<file path="config.mk">
export PLATFORM = sky130hd
export DESIGN_NAME = csr_file_flat
export DESIGN_NICKNAME = d
export VERILOG_FILES = /design/src/rtl/csr_file_if.sv /design/src/rtl/csr_file.sv /design/src/flat_wrapper.sv
export SDC_FILE = /design/constraint.sdc
export NUM_CORES = 1
export LEC_CHECK = 0
export CAP_MARGIN = 10
export CORE_MARGIN = 5
export CORE_UTILIZATION = 40
export DETAILED_ROUTE_END_ITERATION = 7
export PLACE_DENSITY = 0.71
export SLEW_MARGIN = 25
export SYNTH_ARGS = -nofsm -noshare
export SYNTH_HDL_FRONTEND = slang
export SYNTH_SLANG_ARGS = --single-unit
</file>
<file path="constraint.sdc">
create_clock -name clk -period 2.5 [get_ports clk]
set_input_delay 0.5 -clock clk [delete_from_list [all_inputs] [get_ports clk]]
set_output_delay 0.5 -clock clk [all_outputs]
set_load 0.005 [all_outputs]
</file>
<file path="src/rtl/csr_file_if.sv">
// rtl/csr_file_if.sv - CSR file bus: writeback/trap inputs, decode read port, registered CSR outputs
interface csr_file_if #(
    parameter int XLEN = 32
);
    logic            csr_wbk_v_q_i;
    logic [11:0]     csr_adr_q_i;
    logic [XLEN-1:0] csr_data_q_i;
    logic            exception_q_i;
    logic [XLEN-1:0] mcause_q_i;
    logic [XLEN-1:0] mtval_q_i;
    logic [XLEN-1:0] mepc_q_i;
    logic [1:0]      core_mode_q_i;
    logic            mret_q_i;
    logic            instret_i;
    logic [11:0]     csr_rd_adr_i;
    logic            csr_rd_we_i;
    logic [XLEN-1:0] csr_rd_data_o;
    logic            csr_rd_illegal_o;
    logic [XLEN-1:0] mepc_q_o;
    logic [XLEN-1:0] mtvec_q_o;
    logic [XLEN-1:0] mstatus_q_o;

    modport master (
        output csr_wbk_v_q_i, csr_adr_q_i, csr_data_q_i,
        output exception_q_i, mcause_q_i, mtval_q_i, mepc_q_i, core_mode_q_i,
        output mret_q_i, instret_i, csr_rd_adr_i, csr_rd_we_i,
        input  csr_rd_data_o, csr_rd_illegal_o, mepc_q_o, mtvec_q_o, mstatus_q_o
    );

    modport slave (
        input  csr_wbk_v_q_i, csr_adr_q_i, csr_data_q_i,
        input  exception_q_i, mcause_q_i, mtval_q_i, mepc_q_i, core_mode_q_i,
        input  mret_q_i, instret_i, csr_rd_adr_i, csr_rd_we_i,
        output csr_rd_data_o, csr_rd_illegal_o, mepc_q_o, mtvec_q_o, mstatus_q_o
    );
endinterface

</file>
<file path="src/rtl/csr_file.sv">
// rtl/csr_file.sv - machine-mode CSR file with trap/mret update; CSR_COUNTERS_EN adds mcycle/minstret
module csr_file #(
    parameter int XLEN = 32
) (
    input  logic      clk,
    input  logic      reset_n,
    csr_file_if.slave bus
);
    localparam logic [11:0] ADR_MSTATUS  = 12'h300;
    localparam logic [11:0] ADR_MISA     = 12'h301;
    localparam logic [11:0] ADR_MIE      = 12'h304;
    localparam logic [11:0] ADR_MTVEC    = 12'h305;
    localparam logic [11:0] ADR_MSCRATCH = 12'h340;
    localparam logic [11:0] ADR_MEPC     = 12'h341;
    localparam logic [11:0] ADR_MCAUSE   = 12'h342;
    localparam logic [11:0] ADR_MTVAL    = 12'h343;
    localparam logic [11:0] ADR_MIP      = 12'h344;
    localparam logic [11:0] ADR_MHARTID  = 12'hF14;
    localparam logic [11:0] ADR_MCYCLE   = 12'hB00;
    localparam logic [11:0] ADR_MCYCLEH  = 12'hB80;
    localparam logic [11:0] ADR_MINSTRET = 12'hB02;
    localparam logic [11:0] ADR_MINSTRETH= 12'hB82;
    localparam logic [11:0] ADR_CYCLE    = 12'hC00;
    localparam logic [11:0] ADR_CYCLEH   = 12'hC80;
    localparam logic [11:0] ADR_INSTRET  = 12'hC02;
    localparam logic [11:0] ADR_INSTRETH = 12'hC82;

    localparam logic [XLEN-1:0] MISA_VAL   = XLEN'(32'h4000_0100);
    localparam logic [XLEN-1:0] ALIGN_MASK = ~XLEN'(32'h3);

    logic            mstatus_mie_q,  mstatus_mie_d;
    logic            mstatus_mpie_q, mstatus_mpie_d;
    logic [1:0]      mstatus_mpp_q,  mstatus_mpp_d;
    logic [XLEN-1:0] mie_q,      mie_d;
    logic [XLEN-1:0] mtvec_q,    mtvec_d;
    logic [XLEN-1:0] mscratch_q, mscratch_d;
    logic [XLEN-1:0] mepc_q,     mepc_d;
    logic [XLEN-1:0] mcause_q,   mcause_d;
    logic [XLEN-1:0] mtval_q,    mtval_d;

    logic [XLEN-1:0] mstatus_val;
    logic [XLEN-1:0] rd_data;
    logic            rd_hit;
    logic            rd_illegal;

    always_comb begin
        mstatus_val        = '0;
        mstatus_val[3]     = mstatus_mie_q;
        mstatus_val[7]     = mstatus_mpie_q;
        mstatus_val[12:11] = mstatus_mpp_q;
    end

    // Later assignments win: trap overrides mret, which overrides the CSR write.
    always_comb begin
        mstatus_mie_d  = mstatus_mie_q;
        mstatus_mpie_d = mstatus_mpie_q;
        mstatus_mpp_d  = mstatus_mpp_q;
        mie_d          = mie_q;
        mtvec_d        = mtvec_q;
        mscratch_d     = mscratch_q;
        mepc_d         = mepc_q;
        mcause_d       = mcause_q;
        mtval_d        = mtval_q;

        if (bus.csr_wbk_v_q_i) begin
            case (bus.csr_adr_q_i)
                ADR_MSTATUS: begin
                    mstatus_mie_d  = bus.csr_data_q_i[3];
                    mstatus_mpie_d = bus.csr_data_q_i[7];
                    mstatus_mpp_d  = bus.csr_data_q_i[12:11];
                end
                ADR_MIE:      mie_d      = bus.csr_data_q_i;
                ADR_MTVEC:    mtvec_d    = bus.csr_data_q_i & ALIGN_MASK;
                ADR_MSCRATCH: mscratch_d = bus.csr_data_q_i;
                ADR_MEPC:     mepc_d     = bus.csr_data_q_i & ALIGN_MASK;
                ADR_MCAUSE:   mcause_d   = bus.csr_data_q_i;
                ADR_MTVAL:    mtval_d    = bus.csr_data_q_i;
                default: ;
            endcase
        end

        if (bus.mret_q_i) begin
            mstatus_mie_d  = mstatus_mpie_q;
            mstatus_mpie_d = 1'b1;
            mstatus_mpp_d  = 2'b00;
        end

        if (bus.exception_q_i) begin
            mepc_d         = bus.mepc_q_i & ALIGN_MASK;
            mcause_d       = bus.mcause_q_i;
            mtval_d        = bus.mtval_q_i;
            mstatus_mpie_d = mstatus_mie_q;
            mstatus_mie_d  = 1'b0;
            mstatus_mpp_d  = bus.core_mode_q_i;
        end
    end

    always_ff @(posedge clk or negedge reset_n) begin
        if (!reset_n) begin
            mstatus_mie_q  <= 1'b0;
            mstatus_mpie_q <= 1'b0;
            mstatus_mpp_q  <= 2'b00;
            mie_q          <= '0;
            mtvec_q        <= '0;
            mscratch_q     <= '0;
            mepc_q         <= '0;
            mcause_q       <= '0;
            mtval_q        <= '0;
        end else begin
            mstatus_mie_q  <= mstatus_mie_d;
            mstatus_mpie_q <= mstatus_mpie_d;
            mstatus_mpp_q  <= mstatus_mpp_d;
            mie_q          <= mie_d;
            mtvec_q        <= mtvec_d;
            mscratch_q     <= mscratch_d;
            mepc_q         <= mepc_d;
            mcause_q       <= mcause_d;
            mtval_q        <= mtval_d;
        end
    end

`ifdef CSR_COUNTERS_EN
    logic [63:0] mcycle_q,   mcycle_d;
    logic [63:0] minstret_q, minstret_d;

    // A write to either half freezes the whole counter for that cycle.
    always_comb begin
        mcycle_d   = mcycle_q + 64'd1;
        minstret_d = minstret_q + {63'd0, bus.instret_i};
        if (bus.csr_wbk_v_q_i) begin
            case (bus.csr_adr_q_i)
                ADR_MCYCLE:    mcycle_d   = {mcycle_q[63:32], bus.csr_data_q_i};
                ADR_MCYCLEH:   mcycle_d   = {bus.csr_data_q_i, mcycle_q[31:0]};
                ADR_MINSTRET:  minstret_d = {minstret_q[63:32], bus.csr_data_q_i};
                ADR_MINSTRETH: minstret_d = {bus.csr_data_q_i, minstret_q[31:0]};
                default: ;
            endcase
        end
    end

    always_ff @(posedge clk or negedge reset_n) begin
        if (!reset_n) begin
            mcycle_q   <= '0;
            minstret_q <= '0;
        end else begin
            mcycle_q   <= mcycle_d;
            minstret_q <= minstret_d;
        end
    end
`else
    logic unused_instret;
    assign unused_instret = bus.instret_i;
`endif

    always_comb begin
        rd_data = '0;
        rd_hit  = 1'b1;
        case (bus.csr_rd_adr_i)
            ADR_MSTATUS:  rd_data = mstatus_val;
            ADR_MISA:     rd_data = MISA_VAL;
            ADR_MIE:      rd_data = mie_q;
            ADR_MTVEC:    rd_data = mtvec_q;
            ADR_MSCRATCH: rd_data = mscratch_q;
            ADR_MEPC:     rd_data = mepc_q;
            ADR_MCAUSE:   rd_data = mcause_q;
            ADR_MTVAL:    rd_data = mtval_q;
            ADR_MIP:      rd_data = '0;
            ADR_MHARTID:  rd_data = '0;
`ifdef CSR_COUNTERS_EN
            ADR_MCYCLE,    ADR_CYCLE:    rd_data = mcycle_q[31:0];
            ADR_MCYCLEH,   ADR_CYCLEH:   rd_data = mcycle_q[63:32];
            ADR_MINSTRET,  ADR_INSTRET:  rd_data = minstret_q[31:0];
            ADR_MINSTRETH, ADR_INSTRETH: rd_data = minstret_q[63:32];
`else
            ADR_MCYCLE, ADR_CYCLE, ADR_MCYCLEH, ADR_CYCLEH,
            ADR_MINSTRET, ADR_INSTRET, ADR_MINSTRETH, ADR_INSTRETH: rd_data = '0;
`endif
            default:      rd_hit  = 1'b0;
        endcase
    end

    assign rd_illegal = !rd_hit || (bus.csr_rd_we_i && (bus.csr_rd_adr_i[11:10] == 2'b11));

    assign bus.csr_rd_data_o    = rd_illegal ? '0 : rd_data;
    assign bus.csr_rd_illegal_o = rd_illegal;
    assign bus.mepc_q_o         = mepc_q;
    assign bus.mtvec_q_o        = mtvec_q;
    assign bus.mstatus_q_o      = mstatus_val;
endmodule

</file>
<file path="src/flat_wrapper.sv">
// flat-port wrapper written by rule: the top's interface ports become plain ports
module csr_file_flat 
#(
    parameter int XLEN = 32
)
  (clk, reset_n, bus_csr_wbk_v_q_i, bus_csr_adr_q_i, bus_csr_data_q_i, bus_exception_q_i, bus_mcause_q_i, bus_mtval_q_i, bus_mepc_q_i, bus_core_mode_q_i, bus_mret_q_i, bus_instret_i, bus_csr_rd_adr_i, bus_csr_rd_we_i, bus_csr_rd_data_o, bus_csr_rd_illegal_o, bus_mepc_q_o, bus_mtvec_q_o, bus_mstatus_q_o);
  csr_file_if #(.XLEN(XLEN)) bus_i ();
  input  logic clk;
  input  logic reset_n;
  input wire logic [$bits(bus_i.csr_wbk_v_q_i)-1:0] bus_csr_wbk_v_q_i;
  input wire logic [$bits(bus_i.csr_adr_q_i)-1:0] bus_csr_adr_q_i;
  input wire logic [$bits(bus_i.csr_data_q_i)-1:0] bus_csr_data_q_i;
  input wire logic [$bits(bus_i.exception_q_i)-1:0] bus_exception_q_i;
  input wire logic [$bits(bus_i.mcause_q_i)-1:0] bus_mcause_q_i;
  input wire logic [$bits(bus_i.mtval_q_i)-1:0] bus_mtval_q_i;
  input wire logic [$bits(bus_i.mepc_q_i)-1:0] bus_mepc_q_i;
  input wire logic [$bits(bus_i.core_mode_q_i)-1:0] bus_core_mode_q_i;
  input wire logic [$bits(bus_i.mret_q_i)-1:0] bus_mret_q_i;
  input wire logic [$bits(bus_i.instret_i)-1:0] bus_instret_i;
  input wire logic [$bits(bus_i.csr_rd_adr_i)-1:0] bus_csr_rd_adr_i;
  input wire logic [$bits(bus_i.csr_rd_we_i)-1:0] bus_csr_rd_we_i;
  output wire logic [$bits(bus_i.csr_rd_data_o)-1:0] bus_csr_rd_data_o;
  output wire logic [$bits(bus_i.csr_rd_illegal_o)-1:0] bus_csr_rd_illegal_o;
  output wire logic [$bits(bus_i.mepc_q_o)-1:0] bus_mepc_q_o;
  output wire logic [$bits(bus_i.mtvec_q_o)-1:0] bus_mtvec_q_o;
  output wire logic [$bits(bus_i.mstatus_q_o)-1:0] bus_mstatus_q_o;
  assign bus_i.csr_wbk_v_q_i = bus_csr_wbk_v_q_i;
  assign bus_i.csr_adr_q_i = bus_csr_adr_q_i;
  assign bus_i.csr_data_q_i = bus_csr_data_q_i;
  assign bus_i.exception_q_i = bus_exception_q_i;
  assign bus_i.mcause_q_i = bus_mcause_q_i;
  assign bus_i.mtval_q_i = bus_mtval_q_i;
  assign bus_i.mepc_q_i = bus_mepc_q_i;
  assign bus_i.core_mode_q_i = bus_core_mode_q_i;
  assign bus_i.mret_q_i = bus_mret_q_i;
  assign bus_i.instret_i = bus_instret_i;
  assign bus_i.csr_rd_adr_i = bus_csr_rd_adr_i;
  assign bus_i.csr_rd_we_i = bus_csr_rd_we_i;
  assign bus_csr_rd_data_o = bus_i.csr_rd_data_o;
  assign bus_csr_rd_illegal_o = bus_i.csr_rd_illegal_o;
  assign bus_mepc_q_o = bus_i.mepc_q_o;
  assign bus_mtvec_q_o = bus_i.mtvec_q_o;
  assign bus_mstatus_q_o = bus_i.mstatus_q_o;
  csr_file #(.XLEN(XLEN)) u_core (.clk(clk), .reset_n(reset_n), .bus(bus_i));
endmodule
</file>
==> impl_metrics.ini <==
[outcome]
outcome = complete, but fails checks
failing_checks = setup timing

[place]
dp.final_hpwl_mm = 25.9
place.gp.congestion = 0.927
dpl_worst_slack_ps = -1230
io_buffers = 254
placed_cells_incl_taps = 1633
place_area_um2 = 13900

[worst_hold_path]
worstHoldPathType = input port to async pin

[timing]
report.final.slew_viol_count = 0
setup-violations-final = 32
post-route-min-period_ps = 2710
skew_ps = 1.50
max_slew.worst_pin.slew_ps = 585
slew_headroom_pct = 61.0
timing.setup.tns_ps = -4880
min_period_over_period_pct = 109
rsz_0062_raised_after_global_routing = true
whs_ps = 68.9
clock.fmax_ghz = 0.368
post-route-worst-setup-slack_ps = -215
timing_hold_violations_final = 0

[floorplanning]
row_count = 59
die_y_um = 171
boundaryPins = 290
floorplan.initialDensity_pct = 40.2
fp.dieArea_um2 = 29300
core_area_um2 = 25800
floorplan.die.width_um = 171

[global_routing]
grt.met1_usage_pct = 33.2
grt_antenna_before_repair = 6
first_global_vias = 9786
global_route_wire_length_before_repair_mm = 56.4
groute.layer.met2.usage_pct = 40.2
grt_start_max_net_pins = 68
grt_overflow_total = 0
use_met3_pct = 5.70
grt_busiest_layer = met2
globalRouteTotalUtil_pct = 24.9

[flow_run]
drv.max_cap_violation_count = 0

[cts]
clock_tree.buffer_depth = 2
tritoncts_clock_tree = built
clock_insertion_delay_worst_skew_ps = 420
cts_root_buffer = sky130_fd_sc_hd__clkbuf_16
clk_transition_reported_paths_ps = 80
tritoncts.num_buffers = 17
h-tree-depth = 4
number_of_clock_sinks = 192

[setup_path]
worstRegToRegCells = 2
critical_path.startpoint_type = input port
critical_path.reg2reg.startpoint = u_core.mcause_q[31]
r2r-end = u_core.mcause_q[31]
timing.critical_path.to_type = primary output
worst-setup-path-type = input port to primary output
critical_path_required_ps = 2000
regToRegSetupSlack_ps = 1450
data_arrival_time_of_the_critical_path_ps = 2210
critical_path_peak_fanout = 3

[yosys]
ys_ff_latch = 192
syn-mean-instance-area_um2 = 10.1
netlist_instances = 1029
yosysTopAreaCellShare_pct = 46.2
synth_area_leader_cell = sky130_fd_sc_hd__dfrtp_1
asyncSetResetFlopFracSynth_pct = 100
synthTopCellsByArea = sky130_fd_sc_hd__dfrtp_1 46%, sky130_fd_sc_hd__mux2_2 11%, sky130_fd_sc_hd__nor2b_1 5.8%, sky130_fd_sc_hd__a31oi_1 5.6%, sky130_fd_sc_hd__a21oi_1 4.6%
synth_enable_flop_cells = 0
synthesis.yosys.warnings = 0
syn-cell-area_um2 = 10400
synth_seq_area_share_pct = 46.2
leading_register_cell_type_out_of_synthesis = sky130_fd_sc_hd__dfrtp_1
synth_cell_type_count = 54

[pwr]
clockPowerShare_pct = 38.2
power.share.combinational_pct = 15.4
peakVddDrop_mv = 0.394
netSwitchingFraction_pct = 26.6
power_switching_mw = 1.93
p_int_mw = 5.34
sequentialPowerShare_pct = 46.4
power_per_cell_area_nw_per_um2 = 494
cellLeakagePower_nw = 6.70
power.total_mw = 7.27

[final_layout]
postLayoutCellArea_um2 = 14700
postLayoutCoreUtil_pct = 56.9
final_cell_count_no_fill = 1678
register_area_um2 = 4800
multi_input_area_um2 = 5390
layout.nets = 1489
area.growth.synth_to_final_pct = 41.4
fillerInstances = 2251
post_route_cells_drive_above_1_share_pct = 26.7

[detailed_routing]
drt_iter0_markers = 884
avgViaCountPerCell = 5.78
drtAntennaViolNets = 0
avgRoutedWirePerCell_um = 22.3
detailroute.via_count = 9691
drt_pass1_iterations = 5
remaining_drc_errors = 0
finalWirelength_mm = 37.4
area by class of cell:
| class | instances | area share [%] |
|---|---|---|
| clock buffer | 21 | 3.20 |
| timing repair buffer | 368 | 23.7 |
| inverter | 2 | 0.0510 |
| sequential | 192 | 32.7 |
| antenna | 2 | 0.0340 |
| tap | 335 | 2.85 |
| clock inverter | 11 | 0.825 |
| multi-input combinational | 747 | 36.6 |
repair_timing:
action | 4_1_cts | 5_1_grt
gates resized for setup | 201 | 30
endpoints found under the setup margin | 33 | 33
hold buffers | 0 | 0
buffers inserted | 13 | 3
gates cloned | 1 | 0
pin swaps | 33 | 31
critical path: stages:
cell,delay (ps)
sky130_fd_sc_hd__buf_6,90
sky130_fd_sc_hd__or4_4,540
sky130_fd_sc_hd__buf_6,140
sky130_fd_sc_hd__nor4_4,240
sky130_fd_sc_hd__nand3_2,140
sky130_fd_sc_hd__buf_6,160
sky130_fd_sc_hd__buf_6,120
sky130_fd_sc_hd__o221ai_2,140
sky130_fd_sc_hd__buf_2,150
metal layers:
| layer | part of all wire, % | wire length, um | vias to the layer above |
|---|---|---|---|
| met1 | 40 | 15000 | 4836 |
| met2 | 48 | 18000 | 477 |
| li1 | - | - | 4290 |
| met4 | 2.7 | 1000 | 8 |
| met5 | 0.15 | 55 | - |
| met3 | 9.0 | 3380 | 80 |
power groups by stage:
| stage | clock (mW) | sequential, mW | combinational, mW |
|---|---|---|---|
| finish | 2.78 | 3.37 | 1.12 |
| global route | 2.94 | 3.39 | 1.22 |
| CTS | 2.81 | 3.36 | 1.12 |
| detailed placement | 0 | 3.42 | 1.10 |
| global placement | 0 | 3.42 | 1.09 |
| floorplan | 0 | 3.39 | 0.462 |
synth_stat cells, types with 2 or more instances:
cell type / count
sky130_fd_sc_hd__a21oi_1: 96
sky130_fd_sc_hd__a22o_1: 3
sky130_fd_sc_hd__a22oi_1: 17
sky130_fd_sc_hd__a31oi_1: 93
sky130_fd_sc_hd__a32o_1: 3
sky130_fd_sc_hd__a32oi_1: 17
sky130_fd_sc_hd__and3_1: 3
sky130_fd_sc_hd__and4b_1: 2
sky130_fd_sc_hd__buf_1: 5
sky130_fd_sc_hd__buf_2: 18
sky130_fd_sc_hd__buf_4: 35
sky130_fd_sc_hd__buf_6: 2
sky130_fd_sc_hd__clkbuf_1: 59
sky130_fd_sc_hd__dfrtp_1: 192
sky130_fd_sc_hd__inv_1: 2
sky130_fd_sc_hd__mux2_2: 105
sky130_fd_sc_hd__mux2i_1: 30
sky130_fd_sc_hd__mux4_2: 10
sky130_fd_sc_hd__nand2_1: 119
sky130_fd_sc_hd__nand2b_1: 2
sky130_fd_sc_hd__nand3_1: 30
sky130_fd_sc_hd__nand3b_1: 2
sky130_fd_sc_hd__nand4_1: 6
sky130_fd_sc_hd__nand4b_1: 2
sky130_fd_sc_hd__nor2_1: 20
sky130_fd_sc_hd__nor2b_1: 96
sky130_fd_sc_hd__nor3_1: 4
sky130_fd_sc_hd__nor3b_1: 2
sky130_fd_sc_hd__nor4_1: 3
sky130_fd_sc_hd__nor4_2: 2
sky130_fd_sc_hd__nor4b_1: 5
sky130_fd_sc_hd__nor4bb_1: 4
sky130_fd_sc_hd__o211ai_1: 5
sky130_fd_sc_hd__o21ai_0: 10
sky130_fd_sc_hd__o21ai_1: 2
sky130_fd_sc_hd__o221ai_1: 3
sky130_fd_sc_hd__or2_2: 2
sky130_fd_sc_hd__or4_1: 2
registers in the layout, indices dropped and copies added, names as in the netlist:
name and count:
u_core.mie_q 32, u_core.mcause_q 32, u_core.mstatus_mpp_q 2, u_core.mstatus_mie_q 1
u_core.mtval_q 32, u_core.bus.mtvec_q_o 30, u_core.mstatus_mpie_q 1, u_core.bus.mepc_q_o 30
u_core.mscratch_q 32
cell families after synthesis:
kind of cell	Yosys count	synth area share, %
other	1	0.0361
DFF	192	46.2
muxes	145	16.4
and+or+nand+nor	313	16.1
AOI/OAI and AO/OA	257	15.3
buffers and inverters	121	5.99
how the worst max path moves through the flow:
| stage | to | cells past startpoint | from | slack [ps] |
|---|---|---|---|---|
| 2_1_floorplan | bus_csr_rd_data_o[21] | 6 | bus_csr_rd_adr_i[4] | 50 |
| 3_3_place_gp | bus_csr_rd_data_o[15] | 7 | bus_csr_rd_adr_i[10] | -1270 |
| 3_5_place_dp | bus_csr_rd_data_o[15] | 7 | bus_csr_rd_adr_i[10] | -1230 |
| 4_1_cts | bus_csr_rd_data_o[9] | 9 | bus_csr_rd_adr_i[5] | -360 |
| 5_1_grt | bus_csr_rd_data_o[9] | 9 | bus_csr_rd_adr_i[10] | -250 |
| 6_report | bus_csr_rd_data_o[9] | 9 | bus_csr_rd_adr_i[10] | -210 |
cells in the final DEF, fill, tap and decap left out, types with 3 or more instances in the layout:
| master | instances |
|---|---|
| sky130_fd_sc_hd__nor4bb_1 | 3 |
| sky130_fd_sc_hd__nand2_1 | 117 |
| sky130_fd_sc_hd__nand3_2 | 3 |
| sky130_fd_sc_hd__a22oi_1 | 4 |
| sky130_fd_sc_hd__mux2i_1 | 30 |
| sky130_fd_sc_hd__nor3_1 | 3 |
| sky130_fd_sc_hd__a32oi_1 | 14 |
| sky130_fd_sc_hd__conb_1 | 32 |
| sky130_fd_sc_hd__buf_6 | 15 |
| sky130_fd_sc_hd__clkinv_4 | 4 |
| sky130_fd_sc_hd__nor2_1 | 19 |
| sky130_fd_sc_hd__a22o_1 | 3 |
| sky130_fd_sc_hd__inv_8 | 3 |
| sky130_fd_sc_hd__clkdlybuf4s50_1 | 207 |
| sky130_fd_sc_hd__mux4_2 | 10 |
| sky130_fd_sc_hd__nand4_1 | 6 |
| sky130_fd_sc_hd__a21oi_1 | 96 |
| sky130_fd_sc_hd__buf_12 | 18 |
| sky130_fd_sc_hd__nor4_4 | 3 |
| sky130_fd_sc_hd__clkbuf_16 | 17 |
| sky130_fd_sc_hd__o21ai_0 | 3 |
| sky130_fd_sc_hd__o211ai_1 | 5 |
| sky130_fd_sc_hd__dlygate4sd2_1 | 5 |
| sky130_fd_sc_hd__dfrtp_1 | 192 |
| sky130_fd_sc_hd__nand3_1 | 27 |
| sky130_fd_sc_hd__buf_2 | 35 |
| sky130_fd_sc_hd__nor4b_1 | 3 |
| sky130_fd_sc_hd__clkbuf_8 | 4 |
| sky130_fd_sc_hd__nor2b_1 | 94 |
| sky130_fd_sc_hd__nor4_1 | 3 |
| sky130_fd_sc_hd__a31oi_1 | 93 |
| sky130_fd_sc_hd__mux2_2 | 105 |
| sky130_fd_sc_hd__o21ai_2 | 9 |
| sky130_fd_sc_hd__a32oi_2 | 3 |
| sky130_fd_sc_hd__a22oi_2 | 13 |
| sky130_fd_sc_hd__buf_4 | 85 |
Power figures use the tool's default switching activity.
